==> src/rtl/md_pkg.sv <==
// rtl/md_pkg.sv - shared encodings, FSM state type and iteration count for the multiply/divide unit
package md_pkg;

  localparam int ITER = 32;

  typedef enum logic [1:0] {
    MD_MULT  = 2'b00,
    MD_MULTU = 2'b01,
    MD_DIV   = 2'b10,
    MD_DIVU  = 2'b11
  } md_op_e;

  typedef enum logic {
    ST_IDLE = 1'b0,
    ST_CALC = 1'b1
  } md_state_e;

  // Divide ops set the upper opcode bit; signed ops clear the lower one.
  function automatic logic op_is_div(input md_op_e op);
    return op[1];
  endfunction

  function automatic logic op_is_signed(input md_op_e op);
    return ~op[0];
  endfunction

endpackage

==> src/rtl/md_step.sv <==
// rtl/md_step.sv - one combinational shift-add (multiply) or restoring shift-subtract (divide) iteration
module md_step #(
  parameter int WIDTH = 32
) (
  input  logic             i_is_div,
  input  logic [WIDTH-1:0] i_hi,
  input  logic [WIDTH-1:0] i_lo,
  input  logic [WIDTH-1:0] i_operand,
  output logic [WIDTH-1:0] o_hi,
  output logic [WIDTH-1:0] o_lo
);

  logic [WIDTH:0]   w_sum;
  logic [WIDTH:0]   w_shift;
  logic             w_ge;
  logic [WIDTH-1:0] w_sub;

  // Multiply: hi accumulates the multiplicand when the multiplier LSB is set, then {carry,hi,lo} shifts right.
  // Divide: {rem,dividend MSB} is trial-compared against the divisor; remainder stays below the divisor,
  // so a 32-bit subtraction suffices once the compare passes.
  always_comb begin
    w_sum   = {1'b0, i_hi} + (i_lo[0] ? {1'b0, i_operand} : '0);
    w_shift = {i_hi, i_lo[WIDTH-1]};
    w_ge    = (w_shift >= {1'b0, i_operand});
    w_sub   = w_shift[WIDTH-1:0] - i_operand;
    if (i_is_div) begin
      o_hi = w_ge ? w_sub : w_shift[WIDTH-1:0];
      o_lo = {i_lo[WIDTH-2:0], w_ge};
    end else begin
      o_hi = w_sum[WIDTH:1];
      o_lo = {w_sum[0], i_lo[WIDTH-1:1]};
    end
  end

endmodule

==> src/rtl/mult_div_unit.sv <==
// rtl/mult_div_unit.sv - iterative 32-cycle multiply/divide unit with architectural HI/LO registers
module mult_div_unit
  import md_pkg::*;
#(
  parameter int WIDTH = 32
) (
  input  logic             clk,
  input  logic             reset,
  input  logic             start,
  input  logic [1:0]       md_op,
  input  logic [WIDTH-1:0] rs_data_E,
  input  logic [WIDTH-1:0] rt_data_E,
  input  logic             mthi,
  input  logic             mtlo,
  input  logic             md_flush,
  output logic             busy,
  output logic             done,
  output logic [WIDTH-1:0] hi,
  output logic [WIDTH-1:0] lo
);

  md_state_e        r_state;
  md_state_e        w_state_next;
  logic [5:0]       r_cnt;
  md_op_e           r_op;
  logic [WIDTH-1:0] r_acc_hi;
  logic [WIDTH-1:0] r_acc_lo;
  logic [WIDTH-1:0] r_opb;
  logic             r_neg_q;
  logic             r_neg_r;
  logic             r_div0;
  logic [WIDTH-1:0] r_hi;
  logic [WIDTH-1:0] r_lo;
  logic             r_done;

  md_op_e           w_op_in;
  logic             w_a_neg;
  logic             w_b_neg;
  logic [WIDTH-1:0] w_a_mag;
  logic [WIDTH-1:0] w_b_mag;
  logic             w_last;
  logic [WIDTH-1:0] w_step_hi;
  logic [WIDTH-1:0] w_step_lo;
  logic [2*WIDTH-1:0] w_prod;
  logic [WIDTH-1:0] w_res_hi;
  logic [WIDTH-1:0] w_res_lo;

  assign w_op_in = md_op_e'(md_op);
  assign w_last  = (r_cnt == 6'(ITER - 1));
  assign busy    = (r_state == ST_CALC);
  assign done    = r_done;
  assign hi      = r_hi;
  assign lo      = r_lo;

  md_step #(.WIDTH(WIDTH)) u_step (
    .i_is_div  (op_is_div(r_op)),
    .i_hi      (r_acc_hi),
    .i_lo      (r_acc_lo),
    .i_operand (r_opb),
    .o_hi      (w_step_hi),
    .o_lo      (w_step_lo)
  );

  // Operand sign pre-conversion: signed ops iterate on magnitudes.
  always_comb begin
    w_a_neg = op_is_signed(w_op_in) & rs_data_E[WIDTH-1];
    w_b_neg = op_is_signed(w_op_in) & rt_data_E[WIDTH-1];
    w_a_mag = w_a_neg ? -rs_data_E : rs_data_E;
    w_b_mag = w_b_neg ? -rt_data_E : rt_data_E;
  end

  // Sign post-correction of the final iteration's output; zero divisor forces an all-ones quotient.
  always_comb begin
    w_prod = {w_step_hi, w_step_lo};
    if (r_neg_q) begin
      w_prod = -w_prod;
    end
    if (op_is_div(r_op)) begin
      w_res_lo = r_div0 ? '1 : (r_neg_q ? -w_step_lo : w_step_lo);
      w_res_hi = r_neg_r ? -w_step_hi : w_step_hi;
    end else begin
      w_res_hi = w_prod[2*WIDTH-1:WIDTH];
      w_res_lo = w_prod[WIDTH-1:0];
    end
  end

  // FSM state register.
  always_ff @(posedge clk) begin
    if (reset) begin
      r_state <= ST_IDLE;
    end else begin
      r_state <= w_state_next;
    end
  end

  // Next-state logic: flush always returns to IDLE; CALC leaves after the last iteration.
  always_comb begin
    w_state_next = r_state;
    case (r_state)
      ST_IDLE: if (start && !md_flush) w_state_next = ST_CALC;
      ST_CALC: if (md_flush || w_last) w_state_next = ST_IDLE;
      default: w_state_next = ST_IDLE;
    endcase
  end

  // Datapath, iteration counter and HI/LO: launch on start, iterate in CALC, commit on the last edge.
  always_ff @(posedge clk) begin
    if (reset) begin
      r_cnt    <= '0;
      r_op     <= MD_MULT;
      r_acc_hi <= '0;
      r_acc_lo <= '0;
      r_opb    <= '0;
      r_neg_q  <= 1'b0;
      r_neg_r  <= 1'b0;
      r_div0   <= 1'b0;
      r_hi     <= '0;
      r_lo     <= '0;
      r_done   <= 1'b0;
    end else begin
      r_done <= 1'b0;
      if (md_flush) begin
        r_cnt <= '0;
      end else if (r_state == ST_IDLE) begin
        if (start) begin
          r_cnt    <= '0;
          r_op     <= w_op_in;
          r_acc_hi <= '0;
          r_acc_lo <= w_a_mag;
          r_opb    <= w_b_mag;
          r_neg_q  <= w_a_neg ^ w_b_neg;
          r_neg_r  <= w_a_neg;
          r_div0   <= (rt_data_E == '0);
        end else begin
          if (mthi) r_hi <= rs_data_E;
          if (mtlo) r_lo <= rs_data_E;
        end
      end else begin
        r_acc_hi <= w_step_hi;
        r_acc_lo <= w_step_lo;
        if (w_last) begin
          r_cnt  <= '0;
          r_hi   <= w_res_hi;
          r_lo   <= w_res_lo;
          r_done <= 1'b1;
        end else begin
          r_cnt <= r_cnt + 6'd1;
        end
      end
    end
  end

endmodule

==> config.mk <==
export PLATFORM = sky130hd
export DESIGN_NAME = mult_div_unit
export DESIGN_NICKNAME = d
export VERILOG_FILES = /design/src/rtl/md_pkg.sv /design/src/rtl/md_step.sv /design/src/rtl/mult_div_unit.sv
export SDC_FILE = /design/constraint.sdc
export NUM_CORES = 1
export LEC_CHECK = 0
export ABC_CLOCK_PERIOD_IN_PS = 4700
export CAP_MARGIN = 5
export CORE_ASPECT_RATIO = 0.9
export CORE_UTILIZATION = 30
export DETAILED_ROUTE_END_ITERATION = 6
export MAX_ROUTING_LAYER = met4
export PLACE_DENSITY = 0.52
export SLEW_MARGIN = 20
export SYNTH_ARGS = -nofsm -noshare
export SYNTH_HDL_FRONTEND = slang
export SYNTH_HIERARCHICAL = 1
export SYNTH_SLANG_ARGS = --single-unit
==> constraint.sdc <==
create_clock -name clk -period 4.7 [get_ports clk]
set_clock_uncertainty 0.05 [all_clocks]
set_input_delay 0.47 -clock clk [delete_from_list [all_inputs] [get_ports clk]]
set_output_delay 0.47 -clock clk [all_outputs]
set_load 0.01 [all_outputs]
==> flow_metrics.env, run 1 <==
export IMPL_grt_overflow=0
export IMPL_synth_top_area_share_pct=23.6
export IMPL_clock_sinks=172
export IMPL_r2r_end="hi[26]$_SDFFE_PP0P_"
export IMPL_grt_pass1_vias=15660
export IMPL_start_util_pct=30.5
export IMPL_drt_iter0_markers=1496
export IMPL_synth_edff_count=0
export IMPL_totalWireLength_mm=66.3
export IMPL_reg2reg_slack_ns=-0.18
export IMPL_crit_buf_inv=3
export IMPL_crit_chain="buf_12 > and2_4 > ha_4 > fa_2 > a21oi_4 > buf_4 > o21ai_2 > nand3_2 > nand3_2 > o31ai_2 > buf_4 > o2111ai_4 > a21oi_2 > xor2_1 > mux2i_1 > or3_4 > or4_4 > nor3_4 > nand3b_1 > a221oi_2 > mux2_4 > a211oi_2"
export IMPL_io_buffer_count=137
export IMPL_grtUsageTotal_pct=27.6
export IMPL_clk_pin_slew_worst_paths_ns=0.08
export IMPL_layout_cells_non_filler=2951
export IMPL_yosysSeqAreaShare_pct=23.6
export IMPL_swShare_pct=36.1
export IMPL_cts_buffers=17
export IMPL_cts_tree="yes"
export IMPL_violations="design-rule violations, negative setup slack"
export IMPL_ant_nets=0
export IMPL_clock_power_share_pct=30.6
export IMPL_cpPeakStageDelay_ns=0.58
export IMPL_critPathLaunchType="flop"
export IMPL_root_buffer="clkbuf_16"
export IMPL_syn_nets=2051
export IMPL_power_internal_uw=3200
export IMPL_dp_cells=2868
export IMPL_path_class="reg -> reg"
export IMPL_hold_class="reg -> reg"
export IMPL_grt_max_degree=84
export IMPL_syn_instance_count=1908
export IMPL_rsz0062_at_grt="yes"
export IMPL_synth_area_sq_mm=0.0146
export IMPL_cts_hold_buffers_added=0
export IMPL_fp_row_count=76
export IMPL_yosysWarnings=6
export IMPL_wire_per_inst_um=22.5
export IMPL_gp_congestion=0.983
export IMPL_core_area_sq_mm=0.0479
export IMPL_crit_required_ns=5.08
export IMPL_worst_pin_slew_ns=1.14
export IMPL_io_pins=138
export IMPL_hold_path_end="lo[22]$_SDFFE_PP0P_"
export IMPL_cap_violations=0
export IMPL_crit_arrival_ns=5.26
export IMPL_grt_pass1_wl_mm=98.5
export IMPL_synth_cell_types=85
export IMPL_holdCritStartpoint="lo[22]$_SDFFE_PP0P_"
export IMPL_synthFlopType="dfxtp_1"
export IMPL_drv_slew=0
export IMPL_vias=16494
export IMPL_post_route_drc_count=2
export IMPL_synth_most_common_cell="nor2_1"
export IMPL_worst_r2r_path_depth=22
export IMPL_cellPowerDensity_mw_per_mm2=235
export IMPL_synth_top_area_cell="dfxtp_1"
export IMPL_run_status="complete, but fails checks"
export IMPL_whs_path_depth=2
export IMPL_slowest_stage="or4_4"
export IMPL_ys_seq_elements=172
export IMPL_layout_nets=2451
export IMPL_setup_violations_final=20
export IMPL_preCtsSetupSlack_ns=-0.612
export IMPL_critPathMaxFanout=8
export IMPL_vdd_drop_max_v=0.000183
export IMPL_finalHoldViolations=0
export IMPL_fin_crit_sh_pct=104
export IMPL_crit_family="simple AND/OR/NAND/NOR gates"
export IMPL_setup_ws_ns=-0.176
export IMPL_dpl_hpwl_mm=50.1
export IMPL_fill_cells=4820
export IMPL_first_pass_iters=7
export IMPL_r2r_start="r_acc_lo[0]$_SDFFE_PP0P_"
export IMPL_htreeDepth=4
export IMPL_synth_area_leaders="dfxtp_1 (24%), ha_1 (5.9%), mux2i_1 (5.7%)"
export IMPL_end_kind="flop"
export IMPL_pwr_share_seq_pct=31.6
export IMPL_p_comb_share_pct=37.7
export IMPL_fmax_mhz=205
export IMPL_slew_limit_headroom_pct=23.4
export IMPL_synth_common_cells="nor2_1 (190), dfxtp_1 (172), nand2_1 (151)"
export IMPL_period_minus_slack_ns=4.88
export IMPL_async_reset_ff_share_pct=0
export IMPL_syn_area_per_cell_sq_um=7.65
export IMPL_antenna_found_initial=7
export IMPL_clk_latency_ns=0.52
export IMPL_area_growth_pct=46.2
export IMPL_p_switching_uw=1810
export IMPL_dieArea_sq_mm=0.0496
export IMPL_cellLeakagePower_uw=0.00856
export IMPL_clockBufferDepth=2
export IMPL_final_layout_size_suffix_gt1_share_pct=30.9
export IMPL_die_w_um=235
export IMPL_fin_util_pct=44.5
export IMPL_via_per_inst=5.59
export IMPL_die_h_um=211
[layer usage]
layer	wire [um]	vias to the layer above	global-route usage, %
met2	28000	597	38.5
met1	32300	7989	39.7
li1	-	7829	-
met5	0	-	-
met3	4490	79	5.41
met4	1490	0	8.05
[sequential cells by signal, indices dropped and copies added (netlist names), 6 cells and up]
signal / count
r_opb: 32
r_cnt: 6
r_acc_hi: 32
r_acc_lo: 32
hi: 32
lo: 32
[worst max-delay path by stage]
stage / end / slack [ns] / cells past startpoint / startpoint
final: hi[26]$_SDFFE_PP0P_ / -0.18 / 22 / r_acc_lo[0]$_SDFFE_PP0P_
after global routing: hi[30]$_SDFFE_PP0P_ / -0.34 / 21 / r_acc_lo[0]$_SDFFE_PP0P_
after CTS: hi[30]$_SDFFE_PP0P_ / -0.09 / 20 / r_acc_lo[0]$_SDFFE_PP0P_
after detailed placement: hi[29]$_SDFFE_PP0P_ / -0.61 / 20 / r_opb[20]$_SDFFE_PP0P_
after global placement: hi[29]$_SDFFE_PP0P_ / -0.60 / 20 / r_opb[20]$_SDFFE_PP0P_
after floorplan: hi[26]$_SDFFE_PP0P_ / -0.08 / 23 / r_opb[26]$_SDFFE_PP0P_
[tightest hold or removal path, cell delays in order (launching register included)]
cell,delay (ns)
dfxtp_1,0.31
nand2_1,0.05
a221oi_1,0.06
[cell usage in the layout, fill, tap and decap left out, types with 16 or more instances in the layout]
cell               n
or4_4             16
nand4_1           17
or3_1             22
nor3_1            49
buf_6             19
or4_1             17
clkbuf_16         17
nand2_1          141
a21oi_1          118
mux2_2            34
o31ai_1           19
mux2i_1           67
a221oi_1          23
a21oi_2           19
a22o_1            44
ha_1              30
ha_4              36
inv_1             51
buf_4            345
a31oi_1           21
nor2_1           181
xor2_1            85
nand3_1           28
and2_1            27
a211oi_1          41
dfxtp_2           24
xnor2_1           56
clkdlybuf4s50_1  136
dfxtp_1          142
o21ai_0           78
a21o_1            25
[per-stage QoR]
step | setup TNS (ns) | total power (uW) | cell area [sq um] | hold WS (ns)
2_1_floorplan | -0.172 | 2430 | 14700 | 0.390
3_3_place_gp | -8.62 | 3210 | 18800 | 0.407
3_5_place_dp | -8.68 | 3200 | 18800 | 0.411
4_1_cts | -0.577 | 4910 | 20500 | 0.422
5_1_grt | -5.63 | 5230 | 21300 | 0.435
6_report | -1.42 | 5010 | 21300 | 0.423
[power groups by stage]
stage	Sequential [uW]	Combinational, uW	Clock [uW]
2_1_floorplan	1600	833	0
3_3_place_gp	1610	1600	0
3_5_place_dp	1610	1590	0
4_1_cts	1580	1750	1580
5_1_grt	1590	2020	1630
6_report	1580	1890	1540
[timing repair]
action	CTS	global route
gates resized for setup	151	162
pin swaps	65	100
cloned	4	0
endpoints found under the setup margin	36	33
buffers inserted	23	27
[kinds of logic after synthesis]
logic type      share of synthesized area, %
mux                                     8.41
simple gates                            22.1
fa+ha+maj                               6.19
buf+inv                                 5.01
xor+xnor                                8.46
compound gates                          26.3
flops                                   23.6
[layout make-up]
type,instances,area [sq um],area share (%)
Timing Repair Buffer,510,4370,20.5
Inverter,58,218,1.02
Multi-Input combinational cell,1549,11900,55.6
Sequential cell,172,3500,16.4
Clock buffer,19,443,2.07
Clock inverter,13,159,0.744
Tap cell,624,781,3.66
Antenna cell,6,15.0,0.0703
Note: power is estimated with default switching activity, not from simulation.
==> run 2, diff against run 1 <==
HOLD_SLACK_MARGIN = 0.05   (was not set)
==> results of run 2 <==
Final layout, timing and power as in run 1 (identical DEF).
==> run 3, diff against run 2 <==
PLACE_DENSITY = 0.58   (was 0.52)
==> run 3 against run 2 <==
The flow finishes with violations (negative setup slack). Clock power rose by 3%. Sequential share of layout area fell by 0.41 points. Die area did not move. Fmax rose by 0.18%. Largest power group unchanged.
==> flow_metrics.env, run 3 (synthesized netlist as in run 1, its figures left out) <==
export IMPL_top_usage_layer="met2"
export IMPL_cts_hold_buffers_added=0
export IMPL_crit_required_ns=5.05
export IMPL_crit_arrival_ns=5.22
export IMPL_clk_latency_ns=0.52
export IMPL_p_switching_uw=1880
export IMPL_clock_sinks=172
export IMPL_end_kind="flop"
export IMPL_vdd_drop_max_v=0.000256
export IMPL_clk_pin_slew_worst_paths_ns=0.08
export IMPL_fmax_mhz=205
export IMPL_io_buffer_count=137
export IMPL_clockBufferDepth=2
export IMPL_drt_iter0_markers=1576
export IMPL_layout_nets=2526
export IMPL_wire_per_inst_um=22.6
export IMPL_grt_overflow=0
export IMPL_root_buffer="clkbuf_16"
export IMPL_die_h_um=211
export IMPL_critPathLaunchType="flop"
export IMPL_dieArea_sq_mm=0.0496
export IMPL_fp_row_count=76
export IMPL_violations="negative setup slack"
export IMPL_drv_slew=0
export IMPL_run_status="complete, but fails checks"
export IMPL_dp_cells=2917
export IMPL_gp_congestion=1.05
export IMPL_grt_max_degree=81
export IMPL_setup_violations_final=13
export IMPL_area_growth_pct=49.3
export IMPL_totalWireLength_mm=68.3
export IMPL_layout_commonest_cell="buf_4"
export IMPL_cts_tree="yes"
export IMPL_path_class="reg -> reg"
export IMPL_use_met1_pct=38.7
export IMPL_critPathMaxFanout=7
export IMPL_grt_pass1_vias=16155
export IMPL_dpl_hpwl_mm=51.7
export IMPL_power_internal_uw=3230
export IMPL_io_pins=138
export IMPL_layout_common_cells="buf_4 (428), nor2_1 (181), dfxtp_1 (151)"
export IMPL_ant_nets=0
export IMPL_start_util_pct=30.5
export IMPL_via_per_inst=5.59
export IMPL_p_comb_share_pct=37.9
export IMPL_period_minus_slack_ns=4.87
export IMPL_core_area_sq_mm=0.0479
export IMPL_cellPowerDensity_mw_per_mm2=234
export IMPL_grtUsageTotal_pct=28.0
export IMPL_fin_crit_sh_pct=104
export IMPL_rsz0062_at_grt="yes"
export IMPL_n_antenna_cell=0
export IMPL_clock_power_share_pct=31.0
export IMPL_pwr_share_seq_pct=31.1
export IMPL_grt_pass1_wl_mm=100
export IMPL_finalHoldViolations=0
export IMPL_cellLeakagePower_uw=0.00895
export IMPL_die_w_um=235
export IMPL_worst_pin_slew_ns=1.11
export IMPL_grtUsageMet3_pct=5.06
export IMPL_hold_class="reg -> reg"
export IMPL_met2_usage_pct=40.1
export IMPL_swShare_pct=36.7
export IMPL_first_pass_iters=6
export IMPL_cts_buffers=17
export IMPL_cap_violations=0
export IMPL_antenna_found_initial=1
export IMPL_layout_cells_non_filler=3020
export IMPL_setup_ws_ns=-0.167
export IMPL_total_power_uw=5110
export IMPL_vias=16883
export IMPL_slew_limit_headroom_pct=25.6
export IMPL_final_layout_size_suffix_gt1_share_pct=32.3
export IMPL_post_route_drc_count=0
export IMPL_htreeDepth=4
## run 3: cell types whose count changed in the layout (fill, tap and decap cells not counted), moves of 6 or more
cell	change
ha_1	+8
dfxtp_1	+9
mux2i_2	-12
ha_4	-8
mux2i_1	+10
buf_4	+83
dfxtp_2	-7
diode_2	-6
## run 3: worst max-delay path, cell delays in order (launching register included)
cell and delay, ns:
dfxtp_4 0.41, buf_6 0.15, and2_4 0.16, ha_4 0.17
a2111oi_4 0.38, o21ai_2 0.14, a211oi_4 0.40, o21ai_2 0.11
a31oi_2 0.21, o21bai_1 0.10, xnor2_1 0.13, nor2_1 0.12
a21oi_2 0.06, buf_4 0.15, or4_4 0.51, or3_4 0.35
or4_4 0.46, nor4_2 0.22, a21oi_1 0.11, mux2i_1 0.17
a22o_1 0.18
## run 3: layer usage
metal	wire [um]	part of all wire, %
met5	0	0
met4	1990	2.9
met3	4960	7.3
met2	29600	43
met1	31800	46
## run 3: area by class of cell
cell class              count  area [sq um]
clock buffers              17           425
clock inverters            15           196
fillers                  4748         26100
inverters                  58           218
multi-input cells        1549         11900
flip-flops and latches    172          3480
well taps                 624           781
repair buffers            585          4840
## run 3: final timing paths
check	to	slack (ns)	depth (start not counted)	start
min reg2reg	r_acc_lo[11]$_SDFFE_PP0P_	0.42	2	r_acc_lo[11]$_SDFFE_PP0P_
min	r_acc_lo[11]$_SDFFE_PP0P_	0.42	2	r_acc_lo[11]$_SDFFE_PP0P_
max	hi[29]$_SDFFE_PP0P_	-0.17	20	r_acc_lo[0]$_SDFFE_PP0P_
max reg2reg	hi[29]$_SDFFE_PP0P_	-0.17	20	r_acc_lo[0]$_SDFFE_PP0P_
## run 3: stage by stage
| step | setup WS (ns) | TNS (ns) | utilization [%] | cell area, sq um | hold WS, ns |
|---|---|---|---|---|---|
| global placement | -0.382 | -6.00 | 40.1 | 19200 | 0.408 |
| global route | -0.337 | -4.81 | 45.5 | 21800 | 0.442 |
| detailed placement | -0.408 | -7.03 | 40.1 | 19200 | 0.408 |
| floorplan | -0.0836 | -0.172 | - | 14700 | 0.390 |
| CTS | -0.169 | -1.00 | 43.4 | 20800 | 0.408 |
| finish | -0.167 | -1.22 | 45.5 | 21800 | 0.423 |
## run 3: power by group through the flow
stage          sequential (uW)  clock (uW)  combinational [uW]
3_3_place_gp              1610           0                1640
5_1_grt                   1590        1660                2050
3_5_place_dp              1610           0                1640
6_report                  1590        1590                1940
4_1_cts                   1580        1610                1750
2_1_floorplan             1600           0                 833
## run 3: what timing repair did
action,in CTS,in global routing
endpoints found under the setup margin,35,41
endpoints found under the hold margin,0,0
gates resized for setup,111,170
buffers inserted,55,22
pin swaps,47,109
